$ cat src/rtl/population_count_sequential_if.sv
// Request/result port of the sequential population counter: valid/ready request in,
// registered count out with a one-cycle result strobe.
interface population_count_sequential_if #(
   parameter int DATA_WIDTH = 32
);
   localparam int COUNT_WIDTH = $clog2(DATA_WIDTH) + 1;

   logic [DATA_WIDTH-1:0]  operand_i;
   logic                   mode_i;
   logic                   valid_i;
   logic                   ready_o;
   logic [COUNT_WIDTH-1:0] count_o;
   logic                   valid_o;

   modport master (
      output operand_i, mode_i, valid_i,
      input  ready_o, count_o, valid_o
   );

   modport slave (
      input  operand_i, mode_i, valid_i,
      output ready_o, count_o, valid_o
   );
endinterface

$ cat src/rtl/population_count_sequential.sv
// Counts ones (or zeros) CHUNK_WIDTH bits per cycle, stopping once the remainder is zero.
// Latency 1..CHUNKS edges after accept; ready only in IDLE, requests while busy are ignored.
module population_count_sequential #(
   parameter int DATA_WIDTH  = 32,
   parameter int CHUNK_WIDTH = 8
) (
   input  logic                         clk_i,
   input  logic                         rst_n_i,
   population_count_sequential_if.slave bus
);
   localparam int CHUNKS          = DATA_WIDTH / CHUNK_WIDTH;
   localparam int COUNT_WIDTH     = $clog2(DATA_WIDTH) + 1;
   localparam int CHUNK_IDX_WIDTH = (CHUNKS > 1) ? $clog2(CHUNKS) : 1;
   localparam logic [CHUNK_IDX_WIDTH-1:0] LAST_CHUNK = CHUNK_IDX_WIDTH'(CHUNKS - 1);

   generate
      if (DATA_WIDTH < 1 || CHUNK_WIDTH < 1 || CHUNK_WIDTH > DATA_WIDTH ||
          (DATA_WIDTH & (DATA_WIDTH - 1)) != 0 ||
          (CHUNK_WIDTH & (CHUNK_WIDTH - 1)) != 0 ||
          (DATA_WIDTH % CHUNK_WIDTH) != 0) begin : g_bad_params
         $error("population_count_sequential: illegal DATA_WIDTH/CHUNK_WIDTH");
      end
   endgenerate

   typedef enum logic [1:0] {
      IDLE,
      COUNT,
      DONE
   } state_t;

   state_t                     state_q, state_d;
   logic [DATA_WIDTH-1:0]      shift_q, shift_d, remainder;
   logic [COUNT_WIDTH-1:0]     acc_q, acc_d;
   logic [COUNT_WIDTH-1:0]     count_q, count_d;
   logic [COUNT_WIDTH-1:0]     chunk_ones, sum;
   logic [CHUNK_IDX_WIDTH-1:0] chunk_q, chunk_d;
   logic                       valid_q, valid_d;

   always_comb begin
      chunk_ones = '0;
      for (int i = 0; i < CHUNK_WIDTH; i++) begin
         chunk_ones = chunk_ones + COUNT_WIDTH'(shift_q[i]);
      end
   end

   assign sum = acc_q + chunk_ones;

   // A single-chunk operand has nothing left after its one counting cycle.
   generate
      if (CHUNK_WIDTH == DATA_WIDTH) begin : g_single
         assign remainder = '0;
      end else begin : g_multi
         assign remainder = {{CHUNK_WIDTH{1'b0}}, shift_q[DATA_WIDTH-1:CHUNK_WIDTH]};
      end
   endgenerate

   always_comb begin
      state_d = state_q;
      shift_d = shift_q;
      acc_d   = acc_q;
      chunk_d = chunk_q;
      count_d = count_q;
      valid_d = 1'b0;
      case (state_q)
         IDLE: begin
            if (bus.valid_i) begin
               shift_d = bus.mode_i ? ~bus.operand_i : bus.operand_i;
               acc_d   = '0;
               chunk_d = '0;
               state_d = COUNT;
            end
         end
         COUNT: begin
            acc_d   = sum;
            shift_d = remainder;
            chunk_d = chunk_q + CHUNK_IDX_WIDTH'(1);
            if (remainder == '0 || chunk_q == LAST_CHUNK) begin
               count_d = sum;
               valid_d = 1'b1;
               state_d = DONE;
            end
         end
         DONE:    state_d = IDLE;
         default: state_d = IDLE;
      endcase
   end

   always_ff @(posedge clk_i) begin
      if (!rst_n_i) begin
         state_q <= IDLE;
         shift_q <= '0;
         acc_q   <= '0;
         chunk_q <= '0;
         count_q <= '0;
         valid_q <= 1'b0;
      end else begin
         state_q <= state_d;
         shift_q <= shift_d;
         acc_q   <= acc_d;
         chunk_q <= chunk_d;
         count_q <= count_d;
         valid_q <= valid_d;
      end
   end

   assign bus.ready_o = (state_q == IDLE);
   assign bus.count_o = count_q;
   assign bus.valid_o = valid_q;
endmodule
$ cat src/flat_wrapper.sv
// flat-port wrapper written by rule: the top's interface ports become plain ports
module population_count_sequential_flat 
#(
   parameter int DATA_WIDTH  = 32,
   parameter int CHUNK_WIDTH = 8
)
  (clk_i, rst_n_i, bus_operand_i, bus_mode_i, bus_valid_i, bus_ready_o, bus_count_o, bus_valid_o);
  population_count_sequential_if #(.DATA_WIDTH(DATA_WIDTH)) bus_i ();
  input  logic clk_i;
  input  logic rst_n_i;
  input wire logic [$bits(bus_i.operand_i)-1:0] bus_operand_i;
  input wire logic [$bits(bus_i.mode_i)-1:0] bus_mode_i;
  input wire logic [$bits(bus_i.valid_i)-1:0] bus_valid_i;
  output wire logic [$bits(bus_i.ready_o)-1:0] bus_ready_o;
  output wire logic [$bits(bus_i.count_o)-1:0] bus_count_o;
  output wire logic [$bits(bus_i.valid_o)-1:0] bus_valid_o;
  assign bus_i.operand_i = bus_operand_i;
  assign bus_i.mode_i = bus_mode_i;
  assign bus_i.valid_i = bus_valid_i;
  assign bus_ready_o = bus_i.ready_o;
  assign bus_count_o = bus_i.count_o;
  assign bus_valid_o = bus_i.valid_o;
  population_count_sequential #(.DATA_WIDTH(DATA_WIDTH), .CHUNK_WIDTH(CHUNK_WIDTH)) u_core (.clk_i(clk_i), .rst_n_i(rst_n_i), .bus(bus_i));
endmodule
$ cat config.mk
export PLATFORM = sky130hd
export DESIGN_NAME = population_count_sequential_flat
export DESIGN_NICKNAME = d
export VERILOG_FILES = /design/src/rtl/population_count_sequential_if.sv /design/src/rtl/population_count_sequential.sv /design/src/flat_wrapper.sv
export SDC_FILE = /design/constraint.sdc
export NUM_CORES = 1
export LEC_CHECK = 0
export CORE_UTILIZATION = 50
export DETAILED_ROUTE_END_ITERATION = 7
export PLACE_DENSITY_LB_ADDON = 0.1
export SYNTH_ARGS = -nofsm -noshare
export SYNTH_HDL_FRONTEND = slang
export SYNTH_SLANG_ARGS = --single-unit
$ cat constraint.sdc
create_clock -name clk_i -period 8.05 [get_ports clk_i]
set_input_delay 1.61 -clock clk_i [delete_from_list [all_inputs] [get_ports clk_i]]
set_output_delay 1.61 -clock clk_i [all_outputs]
set_load 0.005 [all_outputs]
Yosys cells after proc, flatten, opt, wreduce, memory -nomap -nowiden:

Index checks and enable logic that the tools add are counted.

* bits in registers: 49
* latch bits: 0
* RAM bits: 0
* bits in read-only memories: 0
* bits of input ports: 36
* logic and storage cells: 39
* memories: 0

* add/subtract/negate cells: 9
* $mul: 0
* divide/modulo/power cells: 0
* $lt $le $gt $ge: 0
* equal/unequal tests: 4
* shift operators: 0
* mux-type cells: 11
* bitwise logic cells: 1
* reduce and logical (&&, ||, !) cells: 8

Operators with widths (number)
* $mux 32: 2
* $pmux 32 s2: 1
* $add 6x1->6: 6
* $logic_not 32->1: 1
* $not 32->32: 1
* $pmux 6 s2: 1
* $pmux 2 s2: 2
* $reduce_and 2->1: 4
* $add 6x6->6: 1
* $mux 2: 3
* $mux 6: 1
* $add 1x1->2: 1
* $add 2x1->2 const B: 1
* $eq 2x1->1 const B: 1
* $eq 2x2->1 const B: 1
* $logic_not 2->1: 1
* $ne 2x1->1 const B: 1
* $ne 2x2->1 const B: 1
* $reduce_bool 2->1: 1
* $logic_or 1x1->1: 1
* $mux 1: 1

Logic depth before layout (Yosys ltp):

Gate-level depths: netlist of run 1.

* word-level depth: 9
* gate-level depth with buffers: 13

Worst setup path after synthesis of run 1:

OpenSTA, ideal clock, no wires.

* kind: register to register
* start: register u_core.shift_q[0]
* end: register u_core.acc_q[5]
* data arrival time: 3.233 ns
* required time: 7.932 ns
* setup slack: 4.698 ns
* cell stages (with the launch flop): 13
* path buffers: 0
* period minus slack after synthesis: 3.352 ns
* cell sequence: dfxtp_1 ha_1 inv_1 fa_1 fa_1 fa_1 inv_1 ha_1 a211oi_1 nor3_1 or3b_2 a22oi_1 nor2b_1

* word-level cells in the longest chain between the ends: 9

Ends and longest elaborated chain
* from (decl): RTL line population_count_sequential.sv:32 `logic [DATA_WIDTH-1:0] shift_q, shift_d, remainder;`
* from (signal assigned): RTL line population_count_sequential.sv:98 `shift_q <= shift_d;`
* $add 1x1->2: RTL line population_count_sequential.sv:42 `chunk_ones = chunk_ones + COUNT_WIDTH'(shift_q[i]);`
* $add 6x1->6 (6 in series): RTL line population_count_sequential.sv:42
* $add 6x6->6: RTL line population_count_sequential.sv:46 `assign sum = acc_q + chunk_ones;`
* $pmux 6 s2: RTL line population_count_sequential.sv:64 `case (state_q)`
* to (signal assigned): RTL line population_count_sequential.sv:92 `acc_q <= '0;`
* to (signal assigned): RTL line population_count_sequential.sv:99 `acc_q <= acc_d;`
* to (decl): RTL line population_count_sequential.sv:33 `logic [COUNT_WIDTH-1:0] acc_q, acc_d;`

No other way between the ends.
A chain may end at the register's enable or synchronous reset.

Worst setup path in the final report of run 1:

* start: register u_core.state_q[1]
* end: output bus_ready_o

* word-level cells in the longest chain between the ends: 1

Ends and longest elaborated chain
* from (decl): RTL line population_count_sequential.sv:31 `state_t state_q, state_d;`
* from (signal assigned): RTL line population_count_sequential.sv:97 `state_q <= state_d;`
* $logic_not 2->1: RTL line population_count_sequential.sv:106 `assign bus.ready_o = (state_q == IDLE);`
* to (decl): RTL line flat_wrapper.sv:14 `output wire logic [$bits(bus_i.ready_o)-1:0] bus_ready_o;`

No other way between the ends.

==> key figures, run 1 <==
Detailed routing
  – Total wire length: 5657 um
  – Detailed-route via count: 2092
  – Antenna Nets Post-Route: 0
  – Via density: 5.378
  – Initial detailed-routing violation count: 136
  – Per-cell routed wire length: 14.54 um
  – # DRC: 0
  – Drt first pass iters: 4

Synthesis
  – Multiplexer share of the synthesized area: 0.02473
  – Most frequent cell after synthesis: dfxtp_1
  – Adder-cell share of the synthesized area: 0.08569
  – Seq/Total Area, Yosys: 0.3463
  – Warnings, synthesis: 0
  – Post-synth EDFFs: 0
  – Async S/R FF share, synth: 0
  – Simple-gate share of the synthesized area: 0.1731
  – Largest area contributor in the netlist: dfxtp_1
  – Synth top cells by count: dfxtp_1, nor2b_1, a21oi_1, xnor2_1, o221a_2
  – Syn Std Cell Area: 2833 um^2
  – Post-Synth XOR/XNOR Area: 0.1082
  – Synth unique cells: 35
  – Complex-gate fraction of the synthesized area: 0.2045
  – Seq cells post-synth: 49
  – Synth area leaders: dfxtp_1, o221a_2, nor2b_1
  – Avg Inst Size Synth: 9.802 um^2
  – Area share of the largest cell type after synthesis: 0.3463
  – Synth Flop Type: dfxtp_1
  – Largest family of logic cells by synthesized area: compound AO/OA/AOI/OAI gates
  – Net count after synthesis: 342
  – Synth Instances: 289

Global route
  – GR Overflow Total: 0
  – First-pass GRT wire length: 9804 um
  – Antenna violations before repair: 0
  – Total global-route track usage: 0.2049
  – Vias in the first global route: 1998
  – Largest net degree at the start of global routing: 50

Placement
  – Dpl cells: 381
  – Placed cell areas: 3237 um^2
  – Routability Congestion: 0.7951
  – Port Buf Inserts: 43
  – DPL Wire Length: 3947 um

Timing
  – Post-route setup TNS: 0 ns
  – Fmax: 0.2759 GHz
  – Slew @ Worst Pin: 1.072 ns
  – Setup violations, final: 0
  – Fin. Hold Viols: 0
  – RSZ-0062 raised after global routing: false
  – Final Slew Violations: 0
  – Final Skew: 0.006955 ns
  – Max-slew headroom: 0.2846
  – Fin crit period: 3.625 ns
  – Final period utilization: 0.4503

Floorplan
  – Die area: 5971 um^2
  – I/O Pins: 44
  – Site row count: 27
  – Starting density of the core: 0.5176
  – Core box area: 5473 um^2
  – Die X: 77.27 um
  – Die Height: 77.27 um

Power
  – Total power: 593.2 uW
  – Worst IR drop on VDD: 0.08321 mV
  – PwrDens: 178.9 nW/um^2
  – Pleak: 0.001280 uW

Run status
  – Status: completed

Setup path
  – Type of origin of the critical path: register
  – Crit path from: u_core.state_q[1]
  – CP max FO: 28
  – R2r setup slk: 4.56 ns
  – Reg2Reg Launch Point: u_core.shift_q[0]
  – Data required, critical path: 6.44 ns
  – Worst r2r dst: u_core.acc_q[4]
  – Crit path capture type: primary output
  – WP data arrival: 2.01 ns
  – Worst setup path end: bus_ready_o
  – Reg2reg path depth: 13
  – Crit Path Class: reg2out

Cells and area
  – Core Util, Final: 0.6061
  – # diodes: 0
  – Post-Layout Inst Area: 3317 um^2
  – # nets final: 369
  – Layout cells sized above 1: 0.1483
  – P&R area growth vs syn: 17.09%
  – Finished Layout Cells: 389

CTS
  – Total CTS buffers: 5
  – Post-CTS Setup Bufs: 0
  – CTS Sinks: 49
  – CTS H-tree lvls: 2
  – CTS-repair resized insts: 0
  – Clock-pin slew on the worst setup and hold paths: 0.09 ns
  – Worst-case clock buffer depth: 2
  – Hold-fix buffers at CTS: 0
  – Clk root buf: clkbuf_8
  – CTS tree: yes
  – Clock latency at the later pin of the worst-skew pair: 0.30 ns

Job
  – Max Cap Viol: 0

Hold path
  – Hold crit path type: reg2reg
-- critical path, stage by stage, from the launching register on --
cell and delay, ns:
dfxtp_1 1.04, nor2_1 0.18, clkdlybuf4s50_1 0.50
-- sequential cells by signal, indices dropped and copies added (netlist names) --
register,count
u_core.bus.valid_o,1
u_core.acc_q,6
u_core.shift_q,32
u_core.chunk_q,2
u_core.bus.count_o,6
u_core.state_q,2
-- area by class of cell --
type                       count  area (um^2)
clock buffer                   8        80.08
inverter                      13        48.80
tap                           72        90.09
sequential                    49        980.9
timing repair buffer          44        427.9
fill                         492         2156
multi-input combinational    203         1689
-- placed cells by master, fill, tap and decap left out, types with 4 or more instances in the layout --
cell type,synthesis,routed
dfxtp_1,49,49
clkdlybuf4s50_1,0,41
mux2i_1,7,7
a21oi_1,26,26
ha_1,13,13
nor2b_1,43,43
nor4_2,6,6
clkbuf_8,0,5
o221a_2,24,24
xnor2_1,26,26
a22oi_1,15,15
fa_1,4,4
nor2_1,4,4
inv_1,13,13
xor2_1,9,9
-- how the worst min path moves through the flow --
stage | cells past startpoint | to | slack, ns | startpoint
after global routing | 1 | u_core.shift_q[6] | 0.57 | u_core.shift_q[6]
after detailed placement | 2 | u_core.bus.count_o[4] | 0.50 | u_core.bus.count_o[4]
final | 2 | u_core.bus.count_o[4] | 0.52 | u_core.bus.count_o[4]
after global placement | 2 | u_core.bus.count_o[1] | 0.50 | u_core.bus.count_o[1]
after floorplan | 1 | u_core.shift_q[6] | 0.50 | u_core.shift_q[6]
after CTS | 2 | u_core.bus.count_o[4] | 0.52 | u_core.bus.count_o[4]
-- stage by stage --
step,setup slack [ns],hold slack (ns)
2_1_floorplan,4.698,0.4970
3_3_place_gp,4.607,0.4999
3_5_place_dp,4.560,0.5047
4_1_cts,4.438,0.5239
5_1_grt,4.329,0.5653
6_report,4.425,0.5234
-- kinds of logic (layout without fill, tap and decap cells) --
| logic type | Yosys count | in the layout |
|---|---|---|
| AOI/OAI and AO/OA | 73 | 73 |
| xor gates and xnor gates | 35 | 35 |
| adders and majority gates | 17 | 17 |
| buffers and inverters | 37 | 65 |
| DFF | 49 | 49 |
| muxes | 7 | 7 |
| and+or+nand+nor | 71 | 71 |
-- layer usage --
layer	global-route usage	routed length (um)
met5	0	0
met4	0.06415	94
met3	0.03929	147
met2	0.3186	2591
met1	0.2841	2824
-- where the power goes --
group | total, uW | switching (uW) | internal, uW
clock network | 141 | 79.0 | 61.9
registers | 280 | 17.9 | 262
logic | 173 | 82.3 | 90.5
(Power assumes the default switching activity.)
==> inputs of run 2 (changes only) <==
- CORE_UTILIZATION: 50 -> 49
- clock period: 8.05 -> 3.17 ns (I/O delays scaled with it)
==> run 2 against run 1 <==
Cell count is 2.3% higher. Global-route usage is 0.92 points higher. Largest cell class unchanged. The run now ends with negative setup slack left. Design area is 4.9% higher. Via count is 2.4% higher. Critical path type is now reg2reg. Sequential share of layout area is 1.3 points lower.
==> key figures, run 2 (same netlist as run 1, synthesis figures left out) <==
Run status
  – Status: finished with violations
  – Failing checks: negative setup slack

Floorplan
  – Die area: 6089 um^2 (+2.0%)
  – Die Height: 78.04 um (+0.99%)
  – Die X: 78.04 um (+0.99%)
  – Core box area: 5540 um^2 (+1.2%)
  – Site row count: 27 (unchanged)
  – Starting density of the core: 0.5113 (-0.006312)
  – I/O Pins: 44 (unchanged)

Setup path
  – Crit path from: u_core.shift_q[1]
  – CP Depth: 13 (+11)
  – CP max FO: 3 (-89%)
  – Data required, critical path: 3.42 ns (-3.02 ns)
  – R2r setup slk: -0.19 ns (-4.75 ns)
  – Crit path capture type: register
  – Slowest CP cell: fa_1
  – Worst r2r dst: u_core.bus.count_o[4]
  – Worst-path cell chain: ha_4, inv_2, fa_1, fa_1, fa_1, inv_2, ha_4, fa_2, a21o_1, a21oi_2, xnor2_1, mux2i_1, nor2b_1
  – WP data arrival: 3.61 ns (+1.60 ns)
  – Worst path most repeated cell: fa_1
  – Reg2Reg Launch Point: u_core.shift_q[1]
  – Worst setup path end: u_core.bus.count_o[4]
  – CP peak stage delay: 0.51 ns (-0.53 ns)
  – Type of origin of the critical path: register
  – Top delay family on crit path: adder cells
  – Reg2reg path depth: 13 (unchanged)
  – Crit Path Class: reg2reg
  – Buf/Inv on CP: 2 (+1)

Power
  – Worst IR drop on VDD: 0.2868 mV (+240%)
  – Pleak: 0.001340 uW (+4.6%)
  – PwrDens: 490.5 nW/um^2 (+170%)

Hold path
  – Hold crit path type: reg2reg

Cells and area
  – # nets final: 378 (+2.4%)
  – Layout cells sized above 1: 0.2117 (+0.06339)
  – Post-Layout Inst Area: 3478 um^2 (+4.9%)
  – Most common cell after layout, fill and taps aside: dfxtp_1
  – Max reg flops: 32 (unchanged)
  – P&R area growth vs syn: 22.79%
  – Most frequent cells in the layout: dfxtp_1, nor2b_1, clkdlybuf4s50_1
  – # diodes: 0 (unchanged)
  – Largest Register: u_core.shift_q

CTS
  – Hold-fix buffers at CTS: 0 (unchanged)
  – CTS Sinks: 49 (unchanged)
  – Clock latency at the later pin of the worst-skew pair: 0.30 ns (about the same)
  – Total CTS buffers: 5 (unchanged)
  – Worst-case clock buffer depth: 2 (unchanged)
  – Clock-pin slew on the worst setup and hold paths: 0.09 ns (about the same)
  – CTS H-tree lvls: 2 (unchanged)
  – Clk root buf: clkbuf_8
  – CTS tree: yes

Detailed routing
  – Detailed-route via count: 2142 (+2.4%)
  – Total wire length: 5984 um (+5.8%)
  – Antenna Nets Post-Route: 0 (unchanged)
  – Via density: 5.382 (about the same)
  – Per-cell routed wire length: 15.04 um (+3.4%)
  – # DRC: 0 (unchanged)
  – Initial detailed-routing violation count: 98 (-28%)
  – Drt first pass iters: 4 (unchanged)

Timing
  – Slew @ Worst Pin: 0.7662 ns (-0.3055 ns)
  – Post-route setup TNS: -0.6419 ns (-0.6419 ns)
  – Final period utilization: 1.059
  – RSZ-0062 raised after global routing: true
  – Setup violations, final: 6 (+6)
  – Max-slew headroom: 0.4892 (+0.2047)
  – Fmax: 0.2978 GHz
  – Fin. Hold Viols: 0 (unchanged)
  – Slack of the critical path: -0.1880 ns (-4.613 ns)
  – Final Skew: 0.005073 ns (-0.001881 ns)
  – Final Slew Violations: 0 (unchanged)
  – Fin crit period: 3.358 ns

Placement
  – Placed cell areas: 3326 um^2 (+2.7%)
  – Port Buf Inserts: 43 (unchanged)
  – DPL Wire Length: 4119 um (+4.4%)
  – Routability Congestion: 0.7670 (-3.5%)

Global route
  – Antenna violations before repair: 0 (unchanged)
  – Total global-route track usage: 0.2141 (+0.009191)
  – Met2 Use GR: 0.3372 (+0.01858)
  – Largest net degree at the start of global routing: 50 (unchanged)
  – Vias in the first global route: 2073 (+3.8%)
  – GR Util met1: 0.2947 (+0.01057)
  – GR Overflow Total: 0 (unchanged)
  – Grt met3 use: 0.04070 (+0.001412)
  – Gr busiest metal: met2
  – First-pass GRT wire length: 10150 um (+3.5%)

Job
  – Max Cap Viol: 0 (unchanged)
run 2: cell count changes in the layout (fill, tap and decap cells not counted), moves of 2 or more:
cell | previous run | this run
ha_4 | 0 | 2
dfxtp_1 | 49 | 47
ha_1 | 13 | 11
a21oi_1 | 26 | 24
buf_4 | 1 | 10
a21oi_2 | 0 | 2
dfxtp_2 | 0 | 2
inv_1 | 13 | 10
clkbuf_1 | 3 | 1
inv_2 | 0 | 3
run 2: worst min path at each step:
stage                               start               endpoint  slack (ns)  cells past startpoint
floorplan               u_core.shift_q[6]      u_core.shift_q[6]        0.50                      1
global placement    u_core.bus.count_o[1]  u_core.bus.count_o[1]        0.50                      2
detailed placement  u_core.bus.count_o[4]  u_core.bus.count_o[4]        0.52                      2
CTS                 u_core.bus.count_o[3]  u_core.bus.count_o[3]        0.54                      2
global route        u_core.bus.count_o[3]  u_core.bus.count_o[3]        0.54                      2
finish              u_core.bus.count_o[3]  u_core.bus.count_o[3]        0.54                      2
run 2: metal layers:
layer,routed length (um),share of wire
met1,2837,0.47
met2,2918,0.49
met3,154,0.026
met4,73,0.012
met5,0,0
run 2: what timing repair did:
item,in CTS,in global routing
endpoints found under the hold margin,0,0
buffers inserted,0,1
cloned,0,0
gates resized for setup,6,1
endpoints found under the setup margin,6,8
pin swaps,3,1
run 2: where the power goes:
group | switching, uW | internal [uW]
logic | 245 | 285
clock network | 212 | 258
registers | 42.0 | 665
total | 499 | 1210
run 2: stage by stage:
step	hold slack [ns]	worst slack (ns)	util	instances	total power, uW
2_1_floorplan	0.4970	-0.09978	-	289	1075
3_3_place_gp	0.5009	-0.1527	0.6003	389	1222
3_5_place_dp	0.5173	-0.2346	0.6003	389	1231
4_1_cts	0.5352	-0.2083	0.6258	397	1707
5_1_grt	0.5418	-0.3023	0.6278	398	1808
6_report	0.5351	-0.1880	0.6278	398	1706
run 2: worst min-delay path, cell delays in order, from the launching register on:
cell and delay, ns:
dfxtp_1 0.32, mux2i_1 0.12, nor2b_1 0.06
run 2: cell type report:
type / instances / area [um^2]
multi-input combinational: 203 / 1739
inverter: 13 / 48.80
clock inverter: 1 / 30.03
clock buffer: 7 / 86.33
timing repair buffer: 53 / 500.5
tap: 72 / 90.09
sequential: 49 / 983.4
fill: 493 / 2062
==> inputs of run 3 (changes only) <==
- GPL_ROUTABILITY_DRIVEN: unset -> 0
==> results of run 3 <==
The final DEF is identical to that of run 2; final timing and power are the same.
